### config.mk
export PLATFORM = sky130hd
export DESIGN_NAME = ram_phase_scheduler
export DESIGN_NICKNAME = d
export VERILOG_FILES = /design/src/rtl/ram_phase_scheduler_pkg.sv /design/src/rtl/phase_watchdog.sv /design/src/rtl/ram_phase_scheduler.sv
export SDC_FILE = /design/constraint.sdc
export NUM_CORES = 1
export LEC_CHECK = 0
export CAP_MARGIN = 0
export CORE_AREA = 3 3 126 128
export DETAILED_ROUTE_END_ITERATION = 10
export DIE_AREA = 0 0 129 131
export HOLD_SLACK_MARGIN = 0.03
export SLEW_MARGIN = 0
export SYNTH_ARGS = -nofsm -noshare
export SYNTH_HDL_FRONTEND = slang
export SYNTH_SLANG_ARGS = --single-unit
### constraint.sdc
create_clock -name CLK -period 2.24 [get_ports CLK]
set_clock_uncertainty 0.1 [all_clocks]
set_input_delay 0.336 -clock CLK [delete_from_list [all_inputs] [get_ports CLK]]
set_output_delay 0.336 -clock CLK [all_outputs]
set_load 0.01 [all_outputs]
### src/rtl/ram_phase_scheduler_pkg.sv
// Shared phase encoding, default RAM geometry and write-ownership rule for the
// solver RAM scheduler, IO module and solver core.
package ram_phase_scheduler_pkg;

    localparam int DEF_ADDRESS_WIDTH = 13;
    localparam int DEF_DATA_WIDTH    = 64;

    typedef enum logic [2:0] {
        PH_IDLE  = 3'd0,
        PH_LOAD  = 3'd1,
        PH_TURN  = 3'd2,
        PH_SOLVE = 3'd3,
        PH_SEND  = 3'd4
    } phase_e;

    // Only the IO module in LOAD and the solver in SOLVE may write the RAM.
    function automatic logic wr_owner_legal(input phase_e ph, input logic solver_owns);
        return ((ph == PH_LOAD) && !solver_owns) || ((ph == PH_SOLVE) && solver_owns);
    endfunction

endpackage

### src/rtl/phase_watchdog.sv
// Saturating cycle counter with synchronous clear and a terminal-count flag
// that fires once TIMEOUT_CYCLES-1 is reached.
module phase_watchdog #(
    parameter int TIMEOUT_CYCLES = 65535
) (
    input  logic clk,
    input  logic rst_n,
    input  logic clear,
    input  logic enable,
    output logic terminal
);

    localparam int CNT_W = $clog2(TIMEOUT_CYCLES);

    logic [CNT_W-1:0] cnt_q;

    assign terminal = (cnt_q == CNT_W'(TIMEOUT_CYCLES - 1));

    always_ff @(posedge clk or negedge rst_n) begin
        if (!rst_n) begin
            cnt_q <= '0;
        end else if (clear) begin
            cnt_q <= '0;
        end else if (enable && !terminal) begin
            cnt_q <= cnt_q + CNT_W'(1);
        end
    end

endmodule

### src/rtl/ram_phase_scheduler.sv
// Load/solve/send phase FSM and RAM port arbiter between the IO module and the
// solver core, with solve watchdog and protocol-error pulse.
module ram_phase_scheduler
    import ram_phase_scheduler_pkg::*;
#(
    parameter int ADDRESS_WIDTH  = DEF_ADDRESS_WIDTH,
    parameter int DATA_WIDTH     = DEF_DATA_WIDTH,
    parameter int TIMEOUT_CYCLES = 65535
) (
    input  logic                     CLK,
    input  logic                     RST,
    input  logic                     Start_Load,
    input  logic                     Done_Loading,
    input  logic                     Start_Send,
    input  logic                     Done_Sending,
    input  logic                     Solver_Done,
    input  logic                     IO_WR_Enable,
    input  logic [ADDRESS_WIDTH-1:0] IO_Address_WR,
    input  logic [DATA_WIDTH-1:0]    IO_Data_WR,
    input  logic [ADDRESS_WIDTH-1:0] IO_Address_RD_A,
    input  logic [ADDRESS_WIDTH-1:0] IO_Address_RD_B,
    input  logic                     Solver_WR_Enable,
    input  logic [ADDRESS_WIDTH-1:0] Solver_Address_WR,
    input  logic [DATA_WIDTH-1:0]    Solver_Data_WR,
    input  logic [ADDRESS_WIDTH-1:0] Solver_Address_RD_A,
    input  logic [ADDRESS_WIDTH-1:0] Solver_Address_RD_B,
    output logic                     RAM_WR_Enable,
    output logic [ADDRESS_WIDTH-1:0] RAM_Address_WR,
    output logic [DATA_WIDTH-1:0]    RAM_Data_WR,
    output logic [ADDRESS_WIDTH-1:0] RAM_Address_RD_A,
    output logic [ADDRESS_WIDTH-1:0] RAM_Address_RD_B,
    output logic                     Solver_Start,
    output logic [2:0]               Phase,
    output logic                     Results_Valid,
    output logic                     Timeout,
    output logic                     Protocol_Error
);

    typedef struct packed {
        logic                     we;
        logic [ADDRESS_WIDTH-1:0] addr_wr;
        logic [DATA_WIDTH-1:0]    data_wr;
        logic [ADDRESS_WIDTH-1:0] addr_rd_a;
        logic [ADDRESS_WIDTH-1:0] addr_rd_b;
    } ram_req_t;

    phase_e   state_q, state_d;
    logic     rv_q, rv_d;
    logic     to_q, to_d;
    logic     err_q, err_d;
    logic     start_q;
    logic     wd_tc;
    ram_req_t io_req, sv_req, ram_req;

    phase_watchdog #(
        .TIMEOUT_CYCLES(TIMEOUT_CYCLES)
    ) u_phase_watchdog (
        .clk     (CLK),
        .rst_n   (RST),
        .clear   (state_q != PH_SOLVE),
        .enable  (state_q == PH_SOLVE),
        .terminal(wd_tc)
    );

    always_comb begin
        state_d = state_q;
        rv_d    = rv_q;
        to_d    = to_q;
        err_d   = (state_q != PH_IDLE) && (Start_Load || Start_Send);
        unique case (state_q)
            PH_IDLE: begin
                if (Start_Load) begin
                    state_d = PH_LOAD;
                    rv_d    = 1'b0;
                    to_d    = 1'b0;
                    err_d   = Start_Send;
                end else if (Start_Send) begin
                    if (rv_q) state_d = PH_SEND;
                    else      err_d   = 1'b1;
                end
            end
            PH_LOAD:  if (Done_Loading) state_d = PH_TURN;
            PH_TURN:  state_d = PH_SOLVE;
            PH_SOLVE: begin
                // Solver_Done takes priority over an expiring watchdog.
                if (Solver_Done) begin
                    state_d = PH_IDLE;
                    rv_d    = 1'b1;
                end else if (wd_tc) begin
                    state_d = PH_IDLE;
                    to_d    = 1'b1;
                end
            end
            PH_SEND:  if (Done_Sending) state_d = PH_IDLE;
            default:  state_d = PH_IDLE;
        endcase
    end

    always_ff @(posedge CLK or negedge RST) begin
        if (!RST) begin
            state_q <= PH_IDLE;
            rv_q    <= 1'b0;
            to_q    <= 1'b0;
            err_q   <= 1'b0;
            start_q <= 1'b0;
        end else begin
            state_q <= state_d;
            rv_q    <= rv_d;
            to_q    <= to_d;
            err_q   <= err_d;
            start_q <= (state_q == PH_TURN);
        end
    end

    assign io_req = '{we: IO_WR_Enable, addr_wr: IO_Address_WR, data_wr: IO_Data_WR,
                      addr_rd_a: IO_Address_RD_A, addr_rd_b: IO_Address_RD_B};
    assign sv_req = '{we: Solver_WR_Enable, addr_wr: Solver_Address_WR, data_wr: Solver_Data_WR,
                      addr_rd_a: Solver_Address_RD_A, addr_rd_b: Solver_Address_RD_B};

    // Gating with RST drops an in-flight write the instant reset asserts.
    always_comb begin
        ram_req    = (state_q == PH_SOLVE) ? sv_req : io_req;
        ram_req.we = ram_req.we && RST && wr_owner_legal(state_q, state_q == PH_SOLVE);
    end

    assign RAM_WR_Enable    = ram_req.we;
    assign RAM_Address_WR   = ram_req.addr_wr;
    assign RAM_Data_WR      = ram_req.data_wr;
    assign RAM_Address_RD_A = ram_req.addr_rd_a;
    assign RAM_Address_RD_B = ram_req.addr_rd_b;

    assign Solver_Start   = start_q;
    assign Phase          = state_q;
    assign Results_Valid  = rv_q;
    assign Timeout        = to_q;
    assign Protocol_Error = err_q;

endmodule

# Yosys cells after proc, flatten, opt, wreduce, memory -nomap -nowiden
# Index checks and enable logic that the tools add are counted.
[word_totals] register_bits=23 wordCells=59
[classes] add_sub_neg=1 eq_ne=15 mux=21 n_reduce_logical=16
[ops] op="104-bit 2-to-1 mux" count=1
[ops] op="16-bit 2-to-1 mux" count=2
[ops] op="3-bit 2-to-1 mux" count=7
[ops] op="16-bit by 1-bit adder with 16-bit output, second input constant" count=1
[ops] op="16-bit equality test, second input constant" count=1
[ops] op="3-bit one-hot mux with 5 select lines" count=1
[ops] op="2-bit inequality test, second input constant" count=6
[ops] op="3-bit inequality test, second input constant" count=3
[ops] op="1-bit 2-to-1 mux" count=8
[ops] op="3-bit by 2-bit equality test with 1-bit output, second input constant" count=2
[ops] op="1-bit logical AND" count=5
[ops] op="5-bit AND reduction" count=1
[ops] op="1-bit one-hot mux with 2 select lines" count=2
[ops] op="4-bit AND reduction" count=1
[ops] op="2-bit nonzero test" count=2
[ops] op="3-bit by 1-bit equality test with 1-bit output, second input constant" count=1
[ops] op="3-bit equality test, second input constant" count=1
[ops] op="3-bit logical NOT" count=1
[ops] op="3-bit by 2-bit inequality test with 1-bit output, second input constant" count=1
[ops] op="3-bit AND reduction" count=1
[ops] op="3-bit nonzero test" count=1
[ops] op="1-bit logical NOT" count=2
[ops] op="1-bit logical OR" count=2

# Longest topological paths before layout
[depth] word_depth=6 mapped_depth=7

# Hierarchy
# A second synthesis with hierarchy kept.
[hier_totals] cells_unflattened=248 hier_area_um2=2765.2
[by_module_without_submodules] mod="ram_phase_scheduler" n_inst=1 cells_each=155 area_per_inst_um2=1805.5 seq_area_each_um2=175.2
[by_module_without_submodules] mod="phase_watchdog" n_inst=1 cells_each=93 area_per_inst_um2=959.7 seq_area_each_um2=400.4

# Worst setup path before layout
# No wires, ideal clock.
[synth_timing] kind="register to output" from="reg state_q[2] (netlist: Phase[2])" to="out RAM_Address_WR[0]" arrival_time_ps=1550 required_ps=1804 setup_slack_ps=254 path_stages_with_launch=8 n_path_buf=4 cell_sequence="dfrtp_1 -> clkbuf_1 -> and3b_1 -> buf_2 -> clkbuf_1 -> buf_2 -> nand2_1 -> nand2_1"
[synth_via] elab_chain_cells=2
[synth_lines] item="start, declared" line="ram_phase_scheduler.sv:47" text="phase_e state_q, state_d;"
[synth_lines] item="start signal, assigned" line="ram_phase_scheduler.sv:107" text="state_q <= state_d;"
[synth_lines] item="3-bit by 2-bit equality test with 1-bit output" line="ram_phase_scheduler.sv:122" text="ram_req = (state_q == PH_SOLVE) ? sv_req : io_req;"
[synth_lines] item="104-bit 2-to-1 mux" line="ram_phase_scheduler.sv:122"
[synth_lines] item="end, declared" line="ram_phase_scheduler.sv:28" text="output logic [ADDRESS_WIDTH-1:0] RAM_Address_WR,"
# Every way passes these cells.

# Worst setup path in the final report
[layout_timing] from="reg state_q[2] (netlist: Phase[2])" to="out RAM_Address_RD_A[2]"
[layout_via] elab_chain_cells=2
[layout_lines] item="3-bit by 2-bit equality test with 1-bit output" line="ram_phase_scheduler.sv:122"
[layout_lines] item="104-bit 2-to-1 mux" line="ram_phase_scheduler.sv:122"
[layout_lines] item="end, declared" line="ram_phase_scheduler.sv:30" text="output logic [ADDRESS_WIDTH-1:0] RAM_Address_RD_A,"
# Every way passes these cells.

==> reports/results.txt <==
Post-Route WL = 15600 µm
Core area = 15000 µm²
Most frequent cells in the layout = 319 x nand2_1, 222 x clkdlybuf4s50_1, 103 x dlygate4sd2_1, 23 x dfrtp_1, 14 x a21oi_1
Count of final hold-check violations = 0
Most used DFF post-synth = dfrtp_1
Syn avg cell area = 5.41 µm²
Clock transition at path regs = 60 ps
Routed met2 length = 7590 µm
Top post-synthesis cells by area = nand2_1 47%, dfrtp_1 23%, a21oi_1 2.8%, clkbuf_1 2.7%, nor3_1 1.8%
Drt first pass iters = 4
Dpl ws = 83.9 ps
First-pass GRT wire length = 20900 µm
Hpwl dp = 12400 µm
Clock insertion delay at the later pin of the skew report = 250 ps
Post-CTS Hold Fix Bufs = 0
Worst-Margin Slew = 458 ps
RePlAce Congestion = 0.776
1st-iter DRT viols = 132
Largest net degree at the start of global routing = 36
Initial core utilization = 0.169
Cell family with most CP delay = buffers and inverters
Metal-1 WL = 6470 µm
Kind of critical path = flip-flop to output port
Period minus WS final = 2180 ps
Top layer in use = met5
DR WL met3 = 1420 µm
Highest clock rate = 459 MHz
Vias/cell = 4.15
Slew HR = 0.692
Pleak = 2.99 nW
Row count = 45
Commonest non-fill, non-tap cell in the layout = nand2_1
Critical Path Max Stage Delay = 400 ps
Worst Path Buf+Inv = 3
CP Launch Type = flip-flop
Vias in the first global route = 3669
Hold Path Class = primary input to asynchronous set/reset pin
Area grow syn2layout = 142%
Root Driver = clkbuf_16
Die Wd = 129 µm
Syn Nets = 685
Max-cap violations = 0
Yosys warning count = 0
Max IR drop VDD = 0.000380 V
Synth area leader = nand2_1
Multi-input logic area = 1790 µm²
Post-Synthesis Cells = 468
Clk sink count = 23
Worst path arrival time = 1740 ps
Final worst-path cycle share = 0.972
Drt drc = 0
Yosys reg bits = 23
Total number of vias = 4052
Critical path peak fanout = 25
Clock Path Buffers = 2
Crit end category = output port
Wire per inst = 16.0 µm
Die area = 16900 µm²
Tot GR Track Use = 0.159
CTS tree = built
Cell Area, Synth = 2530 µm²
Slowest-stage cell, CP = dfrtp_1
Distinct cells, synth = 43
RSZ-0062 raised after global routing = false
Worst EP required = 1800 ps
Final Max Slew Viols = 0
Setup slack after layout = 63.1 ps
Crit path cell chain = and3b_4, buf_12, buf_12, nand2_1, nand2_1, dlygate4sd2_1
ANT nets after route = 0
Seq. cell area = 576 µm²
Setup violators final = 0
GR Overflow Total = 0
PwrDens = 891 nW/µm²
I/O Buffers = 325
Area share of the largest cell type after synthesis = 0.473
Initial antenna violation count = 2
Setup TNS = 0 ps
I/O pin count = 326
Post-synth ARST share = 1.00
DIE HEIGHT = 131 µm
Status = completed
H-tree depth = 1
Nets = 1006
Num CTS Buffers = 3
Sequential fraction of the synthesis area = 0.227
Filler cells = 1588
Share of cells above drive strength 1 = 0.0406
Number of synthesized flops with an enable pin = 0
Antenna diodes = 0
[timing repair]
action                                  in CTS  in global routing
endpoints found under the setup margin     103                  1
pin swaps                                    0                  0
setup buffers                                2                  2
gates resized for setup                    105                  0
gates cloned                                 1                  2
[cell families (layout without fill, tap and decap cells)]
group                    Yosys count  in the layout  share of synthesized area
flip-flops                        23             23                      0.227
buffers and inverters             38            358                     0.0663
adder cells (fa/ha/maj)            2              2                    0.00989
XOR/XNOR                           1              1                    0.00346
AO/OA/AOI/OAI                     36             36                     0.0920
AND/OR/NAND/NOR                  365            365                      0.589
multiplexers                       3              3                     0.0119
[worst paths after layout]
check	cells after the start	slack [ps]	end	startpoint
max	6	60	RAM_Address_RD_A[2]	Phase[2]
min	2	400	u_phase_watchdog.cnt_q[8]	RST
max reg2reg	5	250	u_phase_watchdog.cnt_q[8]	u_phase_watchdog.cnt_q[1]
min reg2reg	1	410	Timeout	Timeout
max in group asynchronous	2	1400	u_phase_watchdog.cnt_q[6]	RST
min in group CLK	1	410	Timeout	Timeout
[cell usage after synthesis, types with 4 or more instances]
cell type / number
nand3_1: 4
o31ai_1: 4
buf_2: 7
inv_1: 8
nand2_1: 319
or4_1: 4
nor2_1: 8
o21ai_0: 6
or3_1: 4
nor3_1: 9
clkbuf_1: 18
a21oi_1: 14
dfrtp_1: 23
[worst register-to-register path, cell delays in order (launching register included)]
cell and delay [ps]:
dfrtp_1 420, ha_1 210, nand3_2 130, or2_0 360
or4_1 550, a21oi_1 150
[sequential cells by signal, indices dropped and copies added, names as in the netlist]
signal,cells
u_phase_watchdog.cnt_q,16
Results_Valid,1
Timeout,1
Solver_Start,1
Phase,3
Protocol_Error,1
[through the flow]
step | power (W) | hold WS, ps | area [µm²] | cells | utilization
after floorplan | 0.00260 | -59.6 | 2530 | 468 | -
after global placement | 0.00547 | 383 | 6050 | 965 | 0.404
after detailed placement | 0.00544 | 395 | 6050 | 965 | 0.404
after CTS | 0.00535 | 420 | 6050 | 972 | 0.404
after global routing | 0.00595 | 455 | 6130 | 976 | 0.409
final | 0.00546 | 403 | 6130 | 976 | 0.409
[area by class of cell]
type	count	share of cell area
multi-input cells	407	0.292
flip-flops and latches	23	0.0940
well taps	188	0.0384
inverters	8	0.00490
repair buffers	346	0.558
clock buffers	4	0.0129
[power by group]
group	internal (W)	leakage (nW)	switching [W]
sequential	0.000473	0.309	0.0000522
clock	0.000243	0.0382	0.000147
combinational	0.00217	2.64	0.00237
[per-layer routing]
| layer | global-route usage | up-vias |
|---|---|---|
| li1 | - | 2123 |
| met1 | 0.203 | 1714 |
| met3 | 0.0447 | 8 |
| met4 | 0.0167 | 4 |
| met2 | 0.276 | 203 |
| met5 | 0 | - |
Power figures use the tool's default switching activity.
